$ cat config.mk
export PLATFORM = sky130hd
export DESIGN_NAME = modbus_scan_scheduler
export DESIGN_NICKNAME = d
export VERILOG_FILES = /design/src/rtl/modbus_scan_scheduler.sv
export SDC_FILE = /design/constraint.sdc
export NUM_CORES = 1
export LEC_CHECK = 0
export BUFFER_PORTS_ARGS = -buffer_cell sky130_fd_sc_hd__buf_4
export CAP_MARGIN = 10
export CORE_MARGIN = 1
export CORE_UTILIZATION = 35
export DETAILED_ROUTE_END_ITERATION = 16
export HOLD_SLACK_MARGIN = 0.08
export PLACE_DENSITY_LB_ADDON = 0.05
export SLEW_MARGIN = 30
export SYNTH_ARGS = -nofsm -noshare
export SYNTH_HDL_FRONTEND = slang
export SYNTH_SLANG_ARGS = --single-unit
export TNS_END_PERCENT = 10
$ cat constraint.sdc
create_clock -name clk -period 3.38 [get_ports clk]
set_input_delay 0 -clock clk [delete_from_list [all_inputs] [get_ports clk]]
set_output_delay 0 -clock clk [all_outputs]
set_load 0.1 [all_outputs]
$ cat src/rtl/modbus_scan_scheduler.sv
`timescale 1ns / 1ps
// Master-mode poll sequencer: walks the scan table, issues one request per entry,
// retries on error/timeout and paces full passes by a millisecond period timer.
module modbus_scan_scheduler #(
  parameter int unsigned MS_DIV   = 50000,
  parameter int unsigned SCAN_MAX = 16
) (
  input  logic        clk,
  input  logic        rst_n,
  input  logic        scan_en,
  input  logic [7:0]  scan_count,
  input  logic [3:0]  scan_retry_max,
  input  logic [15:0] scan_period_ms,
  input  logic [15:0] resp_to_ms,
  output logic        req_valid,
  output logic [7:0]  req_idx,
  input  logic        req_ready,
  input  logic        rsp_ok,
  input  logic        rsp_err,
  output logic        busy,
  output logic        cycle_done,
  output logic [15:0] scan_cycles_done,
  output logic [15:0] scan_err_count
);

  localparam int unsigned PW = (MS_DIV > 1) ? $clog2(MS_DIV) : 1;
  localparam logic [PW-1:0] PrescLast = PW'(MS_DIV - 1);
  localparam logic [8:0] ScanMax = 9'(SCAN_MAX);

  typedef enum logic [2:0] {StIdle, StIssue, StWait, StNext, StPeriod} state_e;

  state_e        state_q;
  logic [PW-1:0] presc_q;
  logic [15:0]   ms_q;
  logic [3:0]    retry_q;

  logic        tick;
  logic [15:0] to_ms;
  logic        timeout;
  logic [8:0]  cnt_eff;
  logic        last_entry;
  logic        entry_fail;
  logic        retry_left;

  always_comb begin
    tick       = (presc_q == PrescLast);
    to_ms      = (resp_to_ms == 16'd0) ? 16'd1 : resp_to_ms;
    // Fires on the cycle ending exactly to_ms*MS_DIV cycles after the handshake.
    timeout    = tick && (ms_q == to_ms - 16'd1);
    cnt_eff    = ({1'b0, scan_count} > ScanMax) ? ScanMax : {1'b0, scan_count};
    last_entry = ({1'b0, req_idx} + 9'd1) >= cnt_eff;
    // Error beats a simultaneous ok; any response beats a simultaneous timeout.
    entry_fail = rsp_err || (timeout && !rsp_ok);
    retry_left = retry_q < scan_retry_max;
  end

  always_ff @(posedge clk or negedge rst_n) begin
    if (!rst_n) begin
      state_q          <= StIdle;
      presc_q          <= '0;
      ms_q             <= '0;
      retry_q          <= '0;
      req_valid        <= 1'b0;
      req_idx          <= '0;
      busy             <= 1'b0;
      cycle_done       <= 1'b0;
      scan_cycles_done <= '0;
      scan_err_count   <= '0;
    end else begin
      cycle_done <= 1'b0;
      unique case (state_q)
        StIdle: begin
          if (scan_en && (scan_count != 8'd0)) begin
            state_q   <= StIssue;
            req_idx   <= '0;
            retry_q   <= '0;
            req_valid <= 1'b1;
            busy      <= 1'b1;
          end
        end
        StIssue: begin
          if (req_ready) begin
            state_q   <= StWait;
            req_valid <= 1'b0;
            presc_q   <= '0;
            ms_q      <= '0;
          end else if (!scan_en) begin
            state_q   <= StIdle;
            req_valid <= 1'b0;
            busy      <= 1'b0;
          end
        end
        StWait: begin
          if (entry_fail) begin
            if (retry_left) begin
              retry_q   <= retry_q + 4'd1;
              state_q   <= StIssue;
              req_valid <= 1'b1;
            end else begin
              if (scan_err_count != 16'hFFFF) scan_err_count <= scan_err_count + 16'd1;
              state_q <= StNext;
            end
          end else if (rsp_ok) begin
            state_q <= StNext;
          end else begin
            presc_q <= tick ? '0 : presc_q + 1'b1;
            if (tick && (ms_q != 16'hFFFF)) ms_q <= ms_q + 16'd1;
          end
        end
        StNext: begin
          if (!scan_en) begin
            state_q <= StIdle;
            busy    <= 1'b0;
          end else if (last_entry) begin
            cycle_done       <= 1'b1;
            scan_cycles_done <= scan_cycles_done + 16'd1;
            presc_q          <= '0;
            ms_q             <= '0;
            state_q          <= StPeriod;
          end else begin
            req_idx   <= req_idx + 8'd1;
            retry_q   <= '0;
            req_valid <= 1'b1;
            state_q   <= StIssue;
          end
        end
        StPeriod: begin
          if (!scan_en) begin
            state_q <= StIdle;
            busy    <= 1'b0;
          end else if (ms_q >= scan_period_ms) begin
            req_idx   <= '0;
            retry_q   <= '0;
            req_valid <= 1'b1;
            state_q   <= StIssue;
          end else begin
            presc_q <= tick ? '0 : presc_q + 1'b1;
            if (tick && (ms_q != 16'hFFFF)) ms_q <= ms_q + 16'd1;
          end
        end
        default: state_q <= StIdle;
      endcase
    end
  end

endmodule

# == Word-level counts from Yosys, hierarchy flattened ==
# Index checks and enable logic that the tools add are counted.
# op_classes
multipliers,0
n_div,0
n_mux,58
shifts,0
bitwise,1
n_lt_le_gt_ge,4
n_addsub,8
reduce_logical,23
eq_ne,24
# ops
op,count
$mux W16,14
$pmux W16 S4,2
$add A16 B1 Y16 const B,4
$mux W8,6
$ne A16 B16 Y1 const B,2
$mux W4,7
$mux W3,9
$ne A2 B2 Y1 const B,13
$pmux W8 S3,1
$eq A16 B16 Y1,1
$eq A16 B16 Y1 const B,1
$ge A16 B16 Y1,1
$logic_not A16 Y1,1
$pmux W4 S4,1
$reduce_and A8 Y1,2
$sub A16 B1 Y16 const B,1
$pmux W3 S5,1
$mux W1,14
$add A8 B1 Y9 const B,1
$ge A9 B8 Y1,1
$ne A3 B3 Y1 const B,3
$reduce_and A9 Y1,1
$add A8 B1 Y8 const B,1
$gt A8 B5 Y1 const B,1
21 further kinds,29
# totals
mem_count,0
ram_bits,0
output_inout_bits,43
latchBits,0
romBits,0
ff_bits,82

# == Depth between registers and ports, before layout ==
# Gate-level depths: netlist (run 1).
# depth
ltp_word,9
ltp_mapped,17
depth_no_buf,14

# == Worst setup path before layout (run 1) ==
# No wires, ideal clock.
# synth_timing
path_kind,reg2reg
from,register req_idx[0]
to,register scan_cycles_done[5]
t_arrival_ns,3.584
setup_time_ns,0.158
path_stages_with_launch,13
slack_ns,-0.362
period_less_slack_ns,3.742
path_cell_list,dfrtp_1 ha_1 and3_1 xor2_1 ha_1 nand4_1 o211ai_1 a21boi_1 nor3_1 and3_1 clkbuf_1 nand4_1 xnor2_1
# synth_via
elab_chain_len,3
# synth_lines
item,line,rtl
"start, declared",16,"output logic [7:0] req_idx,"
"start signal, assigned",121,req_idx <= req_idx + 8'd1;
$add A8 B1 Y9,51,"last_entry = ({1'b0, req_idx} + 9'd1) >= cnt_eff;"
$ge A9 B8 Y1,51,
$reduce_and A3 Y1 (no source line),--,
"end signal, assigned",116,scan_cycles_done <= scan_cycles_done + 16'd1;
"end, declared",22,"output logic [15:0] scan_cycles_done,"
# Every way passes these cells.
# A chain may end at the register's enable or synchronous reset.

# == Final worst setup path (run 1) ==
# Same ends and word-level chain as after synthesis.

==> impl_results.md, run 1 <==
* # fillers at ~1600
* Clock buffer depth at 2
* Share of the synthesized area in the top cell type at between 30% and 40%
* Cells after Synth at roughly 650
* Vias in the first global route at ~5000
* Share of layout cells above drive strength 1 at 20.31%
* P_leak at roughly 3.3 nW
* Fmax at 314.0 MHz
* # setup viols final at 0
* Via count at between 5000 and 6000
* Global-route wire length before repair at 25.25 mm
* Htree depth at 3
* Largest area contributor in the netlist: dfrtp_1
* Pwr Total at about 3.2 mW
* Iteration-0 DRC Markers at about 250
* Die height at 128.7 microns
* Maximum fanout count along the critical path at 7
* DR WL/cell at ~15 microns
* GR Util All Layers at ~19%
* CP endpoint kind: flip-flop
* Synth Register Bits at slightly above 80
* Post-Route WL at between 10 and 15 mm
* Final GP Congestion at around 0.86
* Setup TNS at 0 ns
* Startpoint type of the worst setup path: flip-flop
* DRC violations left at 0
* Maximum VDD drop at ~0.3 mV
* Initial antenna violation count at 0
* Pwr per Cell Area at ~460 nW/um^2
* Diodes inserted at 0
* Largest net degree at the start of global routing at just over 80
* Grt total ovfl at 0
* WS Path Type: flip-flop to flip-flop
* Asr flop ratio synth at 100.0%
* Worst Path Required at 3.61 ns
* CTS root buf: clkbuf_16
* I/O pin total at just over 90
* Clock latency on the worst-skew pair at approximately 0.34 ns
* CTS clk-pin slew, worst paths at 0.07 ns
* RSZ-0062 raised after global routing: no
* Area contributors post-synth: dfrtp_1, ha_1, o21ai_0
* CP arrival at approximately 3.4 ns
* Clock Skews at 0.006242 ns
* Outcome: finished, final reports clean
* Std cell rows at 45
* Post-synth EDFFs at 0
* Type of the worst min-delay path: input port to flip-flop
* CTS Sinks at just over 80
* Core ar. at about 15000 sq um
* Detail Route Antenna Nets at 0
* Full die area at roughly 17000 sq um
* Die width at roughly 130 microns
* Tmin final at between 3 and 4 ns
* Syn-to-layout area delta at 25.98%
* Slew headroom at between 40% and 50%
* Post-CTS setup buffer count at 0
* Num CTS Buffers at 9
* Starting Density at a little over a third
* Max cap viols at 0
* Mean post-synth cell area at around 8.6 sq um
* Hpwl dp at about 11 mm
* CTS tree: built
* Max Slew Vio Count at 0
* DR vias/cell at approximately 5.3
* Final period util at between 90% and 100%
* Final net count at around 850
* Yosys warnings at 0
* Port bufs at 92
* Post-Synthesis Cell Area at between 5000 and 6000 sq um
* Post-synthesis sequential area ratio at between 30% and 40%
* Yosys cell types at between 50 and 60
* Slew @ Worst Pin at a little under 0.8 ns
* Final hold vios at 0
* Ys flop type: dfrtp_1
* First-pass iteration count of the detailed router at 4
## metal layers
metal  up-vias  wire, microns  global-route usage [%]
li1       2589              -                       -
met1      2481           7520                   27.83
met2       109           6579                   29.51
met3        11            700                   3.202
met4         0            142                   5.121
met5         -              0                       0
## Yosys cell counts (9+ instances only)
cell	instances
dfrtp_1	82
o21ai_0	61
nor2_1	54
nand2_1	44
nand3_1	38
ha_1	34
xnor2_1	33
inv_1	32
and3_1	24
xor2_1	20
a21oi_1	19
clkbuf_1	19
nand2b_1	19
nand4_1	17
nor3_1	17
o31ai_1	17
a31oi_1	12
nor4_1	10
a21o_1	9
## cell families after synthesis
kind of cell	share of synthesized area (%)
fa+ha+maj	7.569
simple gates	24.49
other cells	0.06672
compound gates	17.81
xor+xnor	8.259
mux	1.135
flops	36.51
buf+inv	4.163
## metrics by stage
stage / utilization [%] / std cells / setup slack, ns / hold WS [ns] / area (sq um)
2_1_floorplan: - / 653 / -0.01935 / -0.2956 / 5640
3_3_place_gp: 43.46 / 959 / 0.05606 / 0.2705 / 6704
3_5_place_dp: 43.48 / 959 / -0.08169 / 0.1229 / 6708
4_1_cts: 45.80 / 979 / 0.1587 / 0.1033 / 7066
5_1_grt: 45.90 / 979 / 0.001589 / 0.1443 / 7081
6_report: 45.90 / 979 / 0.1956 / 0.1230 / 7081
## timing repair
action	4_1_cts	5_1_grt
hold buffers	4	0
resized for setup	0	3
setup endpoints to repair	0	7
hold endpoints to repair	85	0
## worst paths after layout
kind	from	slack [ns]	end	cells past startpoint
worst min register to register	scan_cycles_done[15]	0.49	scan_cycles_done[15]	1
worst max register to register	req_idx[0]	0.20	scan_cycles_done[5]	11
min in group asynchronous	rst_n	0.27	presc_q[6]	2
worst max-delay path	req_idx[0]	0.20	scan_cycles_done[5]	11
max in group asynchronous	rst_n	2.48	req_idx[0]	2
worst min-delay path	scan_count[2]	0.12	busy	5
## sequential cells by signal (all words and copies together), names as in the netlist
| signal | count |
|---|---|
| busy | 1 |
| req_valid | 1 |
| req_idx | 8 |
| retry_q | 4 |
| scan_cycles_done | 16 |
| ms_q | 16 |
| presc_q | 16 |
| cycle_done | 1 |
| state_q | 3 |
| scan_err_count | 16 |
## cell usage in the layout (no fill, tap or decap), drive strengths merged, types with 6 or more instances in the layout
cell / count
nor3: 17
xor2: 20
nand4: 17
ha: 34
nand2: 44
dfrtp: 82
a21o: 9
o31ai: 17
o21a: 6
o21ai: 64
a31oi: 12
and3: 24
nor4: 12
buf: 120
a21oi: 20
clkbuf: 9
inv: 33
nor2: 54
nand3: 38
nand2b: 19
xnor2: 33
or3: 7
## power by group
part           leakage, nW  internal (mW)  switching [mW]  total [mW]
clock network        0.160          0.647           0.417        1.06
registers             1.11           1.04           0.113        1.16
logic                 2.06          0.372           0.652        1.02
total                 3.33           2.06            1.18        3.24
## critical path, cell delays in order, from the launching register on
cell      delay (ns)
dfrtp_4         0.52
ha_1            0.23
and3_1          0.22
xor2_1          0.16
ha_1            0.32
nand4_1         0.10
o211ai_1        0.27
a21boi_1        0.19
nor3_1          0.35
and3_1          0.41
nand4_1         0.16
xnor2_1         0.15
## layout make-up
type / count / area (sq um) / share of cell area (%)
clock buffers: 9 / 225.2 / 3.181
inverters: 32 / 120.1 / 1.696
repair buffers: 124 / 957.2 / 13.52
multi-input cells: 514 / 3357 / 47.41
flip-flops and latches: 82 / 2064 / 29.16
well taps: 211 / 264.0 / 3.729
clock inverters: 7 / 92.59 / 1.308
Power figures use the tool's default switching activity.
==> inputs of run 2 (changes only) <==
clock period = 3.35 ns   (was 3.38 ns; I/O delays follow)
==> run 2 against run 1 <==
Net effect:
- register-to-register slack improved by 0.03 ns
- fmax up 1.9%
- utilization is 0.78 points higher
==> impl_results.md, run 2 (synthesis gave the netlist of run 1 again) <==
* DRC violations left at 0 (unchanged)
* # fillers at 1551 (was 1576)
* Final core utilization at 46.67% (was 45.90%)
* Via count at 5174 (was 5190)
* Clock buffer depth at 2 (unchanged)
* Clock Skews at 0.007797 ns (was 0.006242 ns)
* GR Util All Layers at 18.94% (was 19.20%)
* Fmax at 320.0 MHz (was 314.0 MHz)
* Starting Density at 36.43% (unchanged)
* Syn-to-layout area delta at 28.12% (was 25.98%)
* Maximum VDD drop at 0.2502 mV (was 0.2968 mV)
* Htree depth at 3 (unchanged)
* Largest net degree at the start of global routing at 52 (was 83)
* Commonest non-fill, non-tap cell in the layout: buf_4 (unchanged)
* Final Cell Area at 7201 sq um (was 7081 sq um)
* Vias in the first global route at 5025 (was 4993)
* Final net count at 858 (was 847)
* Placed insts at 970 (was 959)
* Post-Route WL at 15.15 mm (was 14.94 mm)
* Placed Area at 6799 sq um (was 6708 sq um)
* Max cap viols at 0 (unchanged)
* Clock share of power at 33.1% (was 32.8%)
* Pre-CTS setup slack at -0.07874 ns (was -0.08169 ns)
* CP endpoint kind: flip-flop (unchanged)
* Final Non-Filler Cells at 990 (was 979)
* Sw Pwr at 1.222 mW (was 1.182 mW)
* Pwr per Cell Area at 460.8 nW/um^2 (was 458.3 nW/um^2)
* I/O pin total at 93 (unchanged)
* Slew headroom at 56.46% (was 48.07%)
* Type of the worst min-delay path: input port to flip-flop (unchanged)
* Fin worst setup slack at 0.2246 ns (was 0.1956 ns)
* Most used cell along the critical path: and3_1
* Hpwl dp at 11.36 mm (was 11.05 mm)
* CTS root buf: clkbuf_16 (unchanged)
* First-pass iteration count of the detailed router at 4 (unchanged)
* Minimum hold slack at 0.1103 ns (was 0.1230 ns)
* Global-route wire length before repair at 24.81 mm (was 25.25 mm)
* Die height at 128.7 microns (unchanged)
* P_leak at 3.376 nW (was 3.332 nW)
* Post-CTS setup buffer count at 0 (unchanged)
* Switching fraction of total power at 36.83% (was 36.43%)
* Slowest-stage cell, CP: dfrtp_4 (unchanged)
* Slew @ Worst Pin at 0.6532 ns (was 0.7789 ns)
* RSZ-0062 raised after global routing: no (unchanged)
* Critical path, cell by cell: and3_1, and3_1, xor2_1, ha_1, nand4_1, o211ai_1, a21oi_1, a311oi_1, buf_4, nand3_1, or2_4, o31ai_1 (was ha_1, and3_1, xor2_1, ha_1, nand4_1, o211ai_1, a21boi_1, nor3_1, and3_1, nand4_1, xnor2_1)
* Internal power at 2.096 mW (was 2.063 mW)
* R2r setup slk at 0.22 ns (was 0.20 ns)
* # setup viols final at 0 (unchanged)
* Seq pwr share at 35.0% (was 35.6%)
* Die width at 128.7 microns (unchanged)
* CTS tree: built (unchanged)
* DR vias/cell at 5.226 (was 5.301)
* CTS Sinks at 82 (unchanged)
* Final period util at 93.30% (was 94.21%)
* DR WL/cell at 15.31 microns (was 15.26 microns)
* Worst path bufs/invs at 1 (was 0)
* Share of layout cells above drive strength 1 at 22.08% (was 20.31%)
* Clock latency on the worst-skew pair at 0.35 ns (was 0.34 ns)
* Tmin final at 3.125 ns (was 3.184 ns)
* Std cell rows at 45 (unchanged)
* Initial antenna violation count at 0 (unchanged)
* Iteration-0 DRC Markers at 256 (was 245)
* Diodes inserted at 0 (unchanged)
* Grt total ovfl at 0 (unchanged)
* Worst Path Required at 3.60 ns (was 3.61 ns)
* Num CTS Buffers at 9 (unchanged)
* Register area at 2072 sq um (was 2064 sq um)
* Maximum fanout count along the critical path at 15 (was 7)
* Most frequent cells in the layout: buf_4, dfrtp_1, o21ai_0 (unchanged)
* Outcome: finished, final reports clean (unchanged)
* Max incr delay on CP at 0.51 ns (was 0.52 ns)
* Combinational power share at 31.9% (was 31.5%)
* Final GP Congestion at 0.8319 (was 0.8628)
* Top delay family on crit path: simple AND/OR/NAND/NOR gates (unchanged)
* Startpoint type of the worst setup path: flip-flop (unchanged)
* Full die area at 16570 sq um (unchanged)
* WS Path Type: flip-flop to flip-flop (unchanged)
* Core ar. at 15430 sq um (unchanged)
* CTS clk-pin slew, worst paths at 0.07 ns (about the same)
* CP arrival at 3.37 ns (was 3.41 ns)
* Multi-input combinational cell area at 3381 sq um (was 3357 sq um)
* Detail Route Antenna Nets at 0 (unchanged)
* Max Slew Vio Count at 0 (unchanged)
* Final hold vios at 0 (unchanged)
* Port bufs at 92 (unchanged)
-- run 2: worst paths after layout --
kind,start,end,depth (start not counted)
max,req_idx[2],presc_q[5],12
min,scan_count[2],busy,5
max reg2reg,req_idx[2],presc_q[5],12
min reg2reg,presc_q[15],presc_q[15],1
max in group asynchronous,rst_n,presc_q[5],3
min in group asynchronous,rst_n,scan_err_count[14],2
-- run 2: what timing repair did --
item	in CTS	in global routing
endpoints found under the setup margin	0	20
gates resized for setup	0	11
hold buffers	4	0
endpoints found under the hold margin	53	0
-- run 2: worst min-delay path, cell delays in order --
cell     delay [ns]
buf_4          0.08
nor4_1         0.03
nand2_1        0.09
a21oi_1        0.07
o21ai_0        0.14
-- run 2: per-stage QoR --
step                      total power, mW   TNS, ns
after floorplan                     1.856         0
after global placement              2.223  -0.05152
after detailed placement            2.230   -0.1693
after CTS                           3.346         0
after global routing                3.506         0
final                               3.318         0
-- run 2: cell type report --
cell class,instances,area share (%)
well taps,211,3.666
repair buffers,135,14.39
flip-flops and latches,82,28.78
inverters,32,1.668
clock buffers,9,3.128
clock inverters,7,1.425
multi-input cells,514,46.95
-- run 2: power groups by stage --
stage / Sequential (mW) / Combinational [mW] / Clock (mW)
5_1_grt: 1.18 / 1.17 / 1.16
3_3_place_gp: 1.18 / 1.04 / 0
6_report: 1.16 / 1.06 / 1.10
2_1_floorplan: 1.30 / 0.554 / 0
4_1_cts: 1.16 / 1.06 / 1.12
3_5_place_dp: 1.18 / 1.05 / 0
-- run 2: layer usage --
| metal | wire (microns) | part of all wire [%] | track usage [%] | vias to the layer above |
|---|---|---|---|---|
| met5 | 0 | 0 | 0 | - |
| met4 | 231 | 1.5 | 6.228 | 0 |
| met3 | 684 | 4.5 | 3.035 | 18 |
| met2 | 6627 | 44 | 29.19 | 103 |
| met1 | 7610 | 50 | 27.01 | 2449 |
| li1 | - | - | - | 2604 |
==> inputs of run 3 (changes only) <==
ABC_AREA = 1   (was not set)
==> run 3 against run 2 <==
Net effect:
- the run now ends with design-rule violations left
- worst hold slack got worse by 0.0056 ns
- flip-flop and latch count did not move
- cell count rose by 21%
- critical path depth rose by 4
- utilization fell by 3.2 points
- sequential share of layout area fell by 1.3 points
- die area rose by 8.9%
- routed wire length rose by 1.8%
- design area rose by 3.8%
- fmax rose by 7.4%
- clock-buffer cell count rose by 1
==> impl_results.md, run 3 <==
* Clock buffer depth at 2 (unchanged)
* Diodes inserted at 0 (unchanged)
* Yosys warnings at 0 (unchanged)
* Post-Route WL at 15.43 mm (was 15.15 mm)
* RSZ-0062 raised after global routing: no (unchanged)
* Most common cell in the netlist: nand2_1 (was dfrtp_1)
* Via count at 5637 (was 5174)
* Setup TNS at 0 ns (unchanged)
* CTS tree: built (unchanged)
* Synth top cells by count: nand2_1, inv_1, nor2_1 (was dfrtp_1, o21ai_0, nor2_1)
* First-pass iteration count of the detailed router at 10 (was 4)
* Cells after Synth at 861 (was 651)
* Slew headroom at 46.60% (was 56.46%)
* Metal1 wirelength at 7.426 mm (was 7.610 mm)
* DRC violations left at 1 (was 0)
* Multi-input combinational cell area at 3605 sq um (was 3381 sq um)
* Final GP Congestion at 0.8331 (was 0.8319)
* Tmin final at 2.909 ns (was 3.125 ns)
* Critical path, cell by cell: ha_1, nand3_1, nor3b_2, xor2_1, ha_1, nand4_1, o311ai_1, nand2_1, nand4_1, nand2_1, inv_1, nand2_1, nand3b_4, buf_4, nand2_1, nand2_1 (was and3_1, and3_1, xor2_1, ha_1, nand4_1, o211ai_1, a21oi_1, a311oi_1, buf_4, nand3_1, or2_4, o31ai_1)
* Slowest-stage cell, CP: dfrtp_2 (was dfrtp_4)
* CTS clk-pin slew, worst paths at 0.06 ns (was 0.07 ns)
* Final net count at 1050 (was 858)
* Die height at 134.3 microns (was 128.7 microns)
* Iteration-0 DRC Markers at 223 (was 256)
* Final period util at 86.83% (was 93.30%)
* # setup viols final at 0 (unchanged)
* DR WL/cell at 12.90 microns (was 15.31 microns)
* Max Slew Vio Count at 0 (unchanged)
* Asr flop ratio synth at 100.0% (unchanged)
* Final hold vios at 0 (unchanged)
* Mean post-synth cell area at 7.118 sq um (was 8.633 sq um)
* Starting Density at 35.68% (was 36.43%)
* Share of the synthesized area in the top cell type at 33.48% (was 36.51%)
* Clock latency on the worst-skew pair at 0.35 ns (about the same)
* Worst path bufs/invs at 2 (was 1)
* Largest net degree at the start of global routing at 60 (was 52)
* Worst R2R Start: req_idx[0] (was req_idx[2])
* Top delay family on crit path: simple AND/OR/NAND/NOR gates (unchanged)
* Pwr per Cell Area at 511.6 nW/um^2 (was 460.8 nW/um^2)
* WL met2 at 7.208 mm (was 6.627 mm)
* Violated checks: design-rule violations
* Post-CTS setup buffer count at 0 (unchanged)
* Post-Synthesis Cell Area at 6128 sq um (was 5620 sq um)
* Register area at 2054 sq um (was 2072 sq um)
* Core ar. at 17180 sq um (was 15430 sq um)
* Syn-to-layout area delta at 21.97% (was 28.12%)
* Max cap viols at 0 (unchanged)
* Most frequent cells in the layout: nand2_1, inv_1, buf_4 (was buf_4, dfrtp_1, o21ai_0)
* WL met3 at 641 microns (was 684 microns)
* Hold Crit Start: rsp_err (was scan_count[2])
* Worst Path Required at 3.58 ns (was 3.60 ns)
* Most used cell along the critical path: nand2_1 (was and3_1)
* Post-synthesis mux area share at 0% (was 1.135%)
* Std cell rows at 48 (was 45)
* Crit path from: req_idx[0] (was req_idx[2])
* XOR/XNOR share of the synthesized area at 10.23% (was 8.259%)
* Global-route wire length before repair at 26.19 mm (was 24.81 mm)
* Minimum hold slack at 0.1047 ns (was 0.1103 ns)
* Largest area contributor in the netlist: dfrtp_1 (unchanged)
* Startpoint type of the worst setup path: flip-flop (unchanged)
* Adder-Cell Fraction of Synth Area at 6.942% (was 7.569%)
* Num CTS Buffers at 9 (unchanged)
* Fmax at 343.8 MHz (was 320.0 MHz)
* CP endpoint kind: flip-flop (unchanged)
* Slew @ Worst Pin at 0.8010 ns (was 0.6532 ns)
* CP arrival at 3.14 ns (was 3.37 ns)
* Commonest non-fill, non-tap cell in the layout: nand2_1 (was buf_4)
* I/O pin total at 93 (unchanged)
* GR Util All Layers at 18.25% (was 18.94%)
* Detail Route Antenna Nets at 0 (unchanged)
* Die width at 134.3 microns (was 128.7 microns)
* Post-synthesis sequential area ratio at 33.48% (was 36.51%)
* Grt total ovfl at 0 (unchanged)
* Synth Area in Compound Gates at 6.717% (was 17.81%)
* CTS root buf: clkbuf_16 (unchanged)
* Largest family of logic cells by synthesized area: simple AND/OR/NAND/NOR gates (unchanged)
* Ys flop type: dfrtp_1 (unchanged)
* WS Path Type: flip-flop to flip-flop (unchanged)
* Top Metal Used: met4 (unchanged)
* P_leak at 3.669 nW (was 3.376 nW)
* CTS Sinks at 82 (unchanged)
* Type of the worst min-delay path: input port to flip-flop (unchanged)
* # fillers at 1822 (was 1551)
* Yosys cell types at 43 (was 59)
* Htree depth at 3 (unchanged)
* Initial antenna violation count at 0 (unchanged)
* Full die area at 18040 sq um (was 16570 sq um)
* Max incr delay on CP at 0.40 ns (was 0.51 ns)
* Port bufs at 92 (unchanged)
* Share of layout cells above drive strength 1 at 15.14% (was 22.08%)
* Outcome: finished with violations (was finished, final reports clean)
* Area contributors post-synth: dfrtp_1, nand2_1, xor2_1 (was dfrtp_1, ha_1, o21ai_0)
* Clock Skews at 0.004830 ns (was 0.007797 ns)
* Maximum fanout count along the critical path at 13 (was 15)
* Post-synth EDFFs at 0 (unchanged)
* Simple logic cell fraction of the synthesized area at 34.44% (was 24.49%)
* Synth Register Bits at 82 (unchanged)
* Hpwl dp at 11.90 mm (was 11.36 mm)
* Maximum VDD drop at 0.3272 mV (was 0.2502 mV)
* DR vias/cell at 4.713 (was 5.226)
* Vias in the first global route at 5480 (was 5025)
run 3: cell count changes after synthesis, sizes merged, moves of 10 or more:
cell	previous run	this run
a31oi	12	2
and3	24	0
clkbuf	19	3
inv	32	113
nand2	44	244
nand2b	19	0
nand3	38	54
nor2	54	96
nor3	17	30
o21ai	64	45
o31ai	17	1
xnor2	33	13
xor2	20	56
run 3: what timing repair did:
action	in CTS	in global routing
hold buffers	4	0
hold endpoints to repair	62	0
resized for setup	0	5
endpoints found under the setup margin	0	25
run 3: path summary, 6_finish.rpt:
check                                  endpoint  slack, ns  cells past startpoint
setup / recovery                       ms_q[10]       0.44                     16
hold / removal                       state_q[1]       0.10                      4
setup reg to reg                       ms_q[10]       0.44                     16
hold reg to reg                       req_valid       0.49                      2
max in group asynchronous  scan_cycles_done[14]       2.20                      3
min in group asynchronous              ms_q[15]       0.29                      2
run 3: stage by stage:
step | power (mW) | util [%] | cell area, sq um | cells | setup WS [ns]
after floorplan | 2.356 | - | 6138 | 863 | 0.02717
after global placement | 2.736 | 41.25 | 7086 | 1176 | 0.2364
after detailed placement | 2.723 | 41.25 | 7086 | 1176 | 0.1296
after CTS | 3.864 | 43.39 | 7453 | 1196 | 0.09702
after global routing | 4.077 | 43.52 | 7475 | 1196 | 0.08870
final | 3.824 | 43.52 | 7475 | 1196 | 0.4411
run 3: cell type report:
class / instances / area share, %
clock buffer: 10 / 3.197
sequential: 82 / 27.49
clock inverter: 6 / 1.188
inverter: 114 / 5.758
tap: 225 / 3.766
multi-input combinational: 657 / 48.23
timing repair buffer: 102 / 10.38
run 3: power breakdown:
group	switching (mW)	internal (mW)	leakage, nW
combinational	1.12	0.405	2.44
sequential	0.102	1.08	1.07
clock	0.433	0.675	0.155
total	1.66	2.16	3.67
run 3: worst reg2reg max path: cells and delay by family, from the launching register on:
kind,cells,cell delay (ns)
compound gates,1,0.26
buf+inv,2,0.32
flops,1,0.40
simple gates,10,1.19
xor+xnor,1,0.12
fa+ha+maj,2,0.52
run 3: logic make-up after synthesis:
| kind of cell | after synthesis |
|---|---|
| AO/OA/AOI/OAI | 76 |
| AND/OR/NAND/NOR | 474 |
| XOR/XNOR | 70 |
| other | 1 |
| buffers and inverters | 124 |
| flip-flops | 82 |
| adder cells (fa/ha/maj) | 34 |
run 3: layer usage:
metal,global-route usage [%],up-vias
met4,4.245,0
li1,-,2974
met2,30.14,101
met3,3.779,15
met1,24.40,2547
met5,0,-
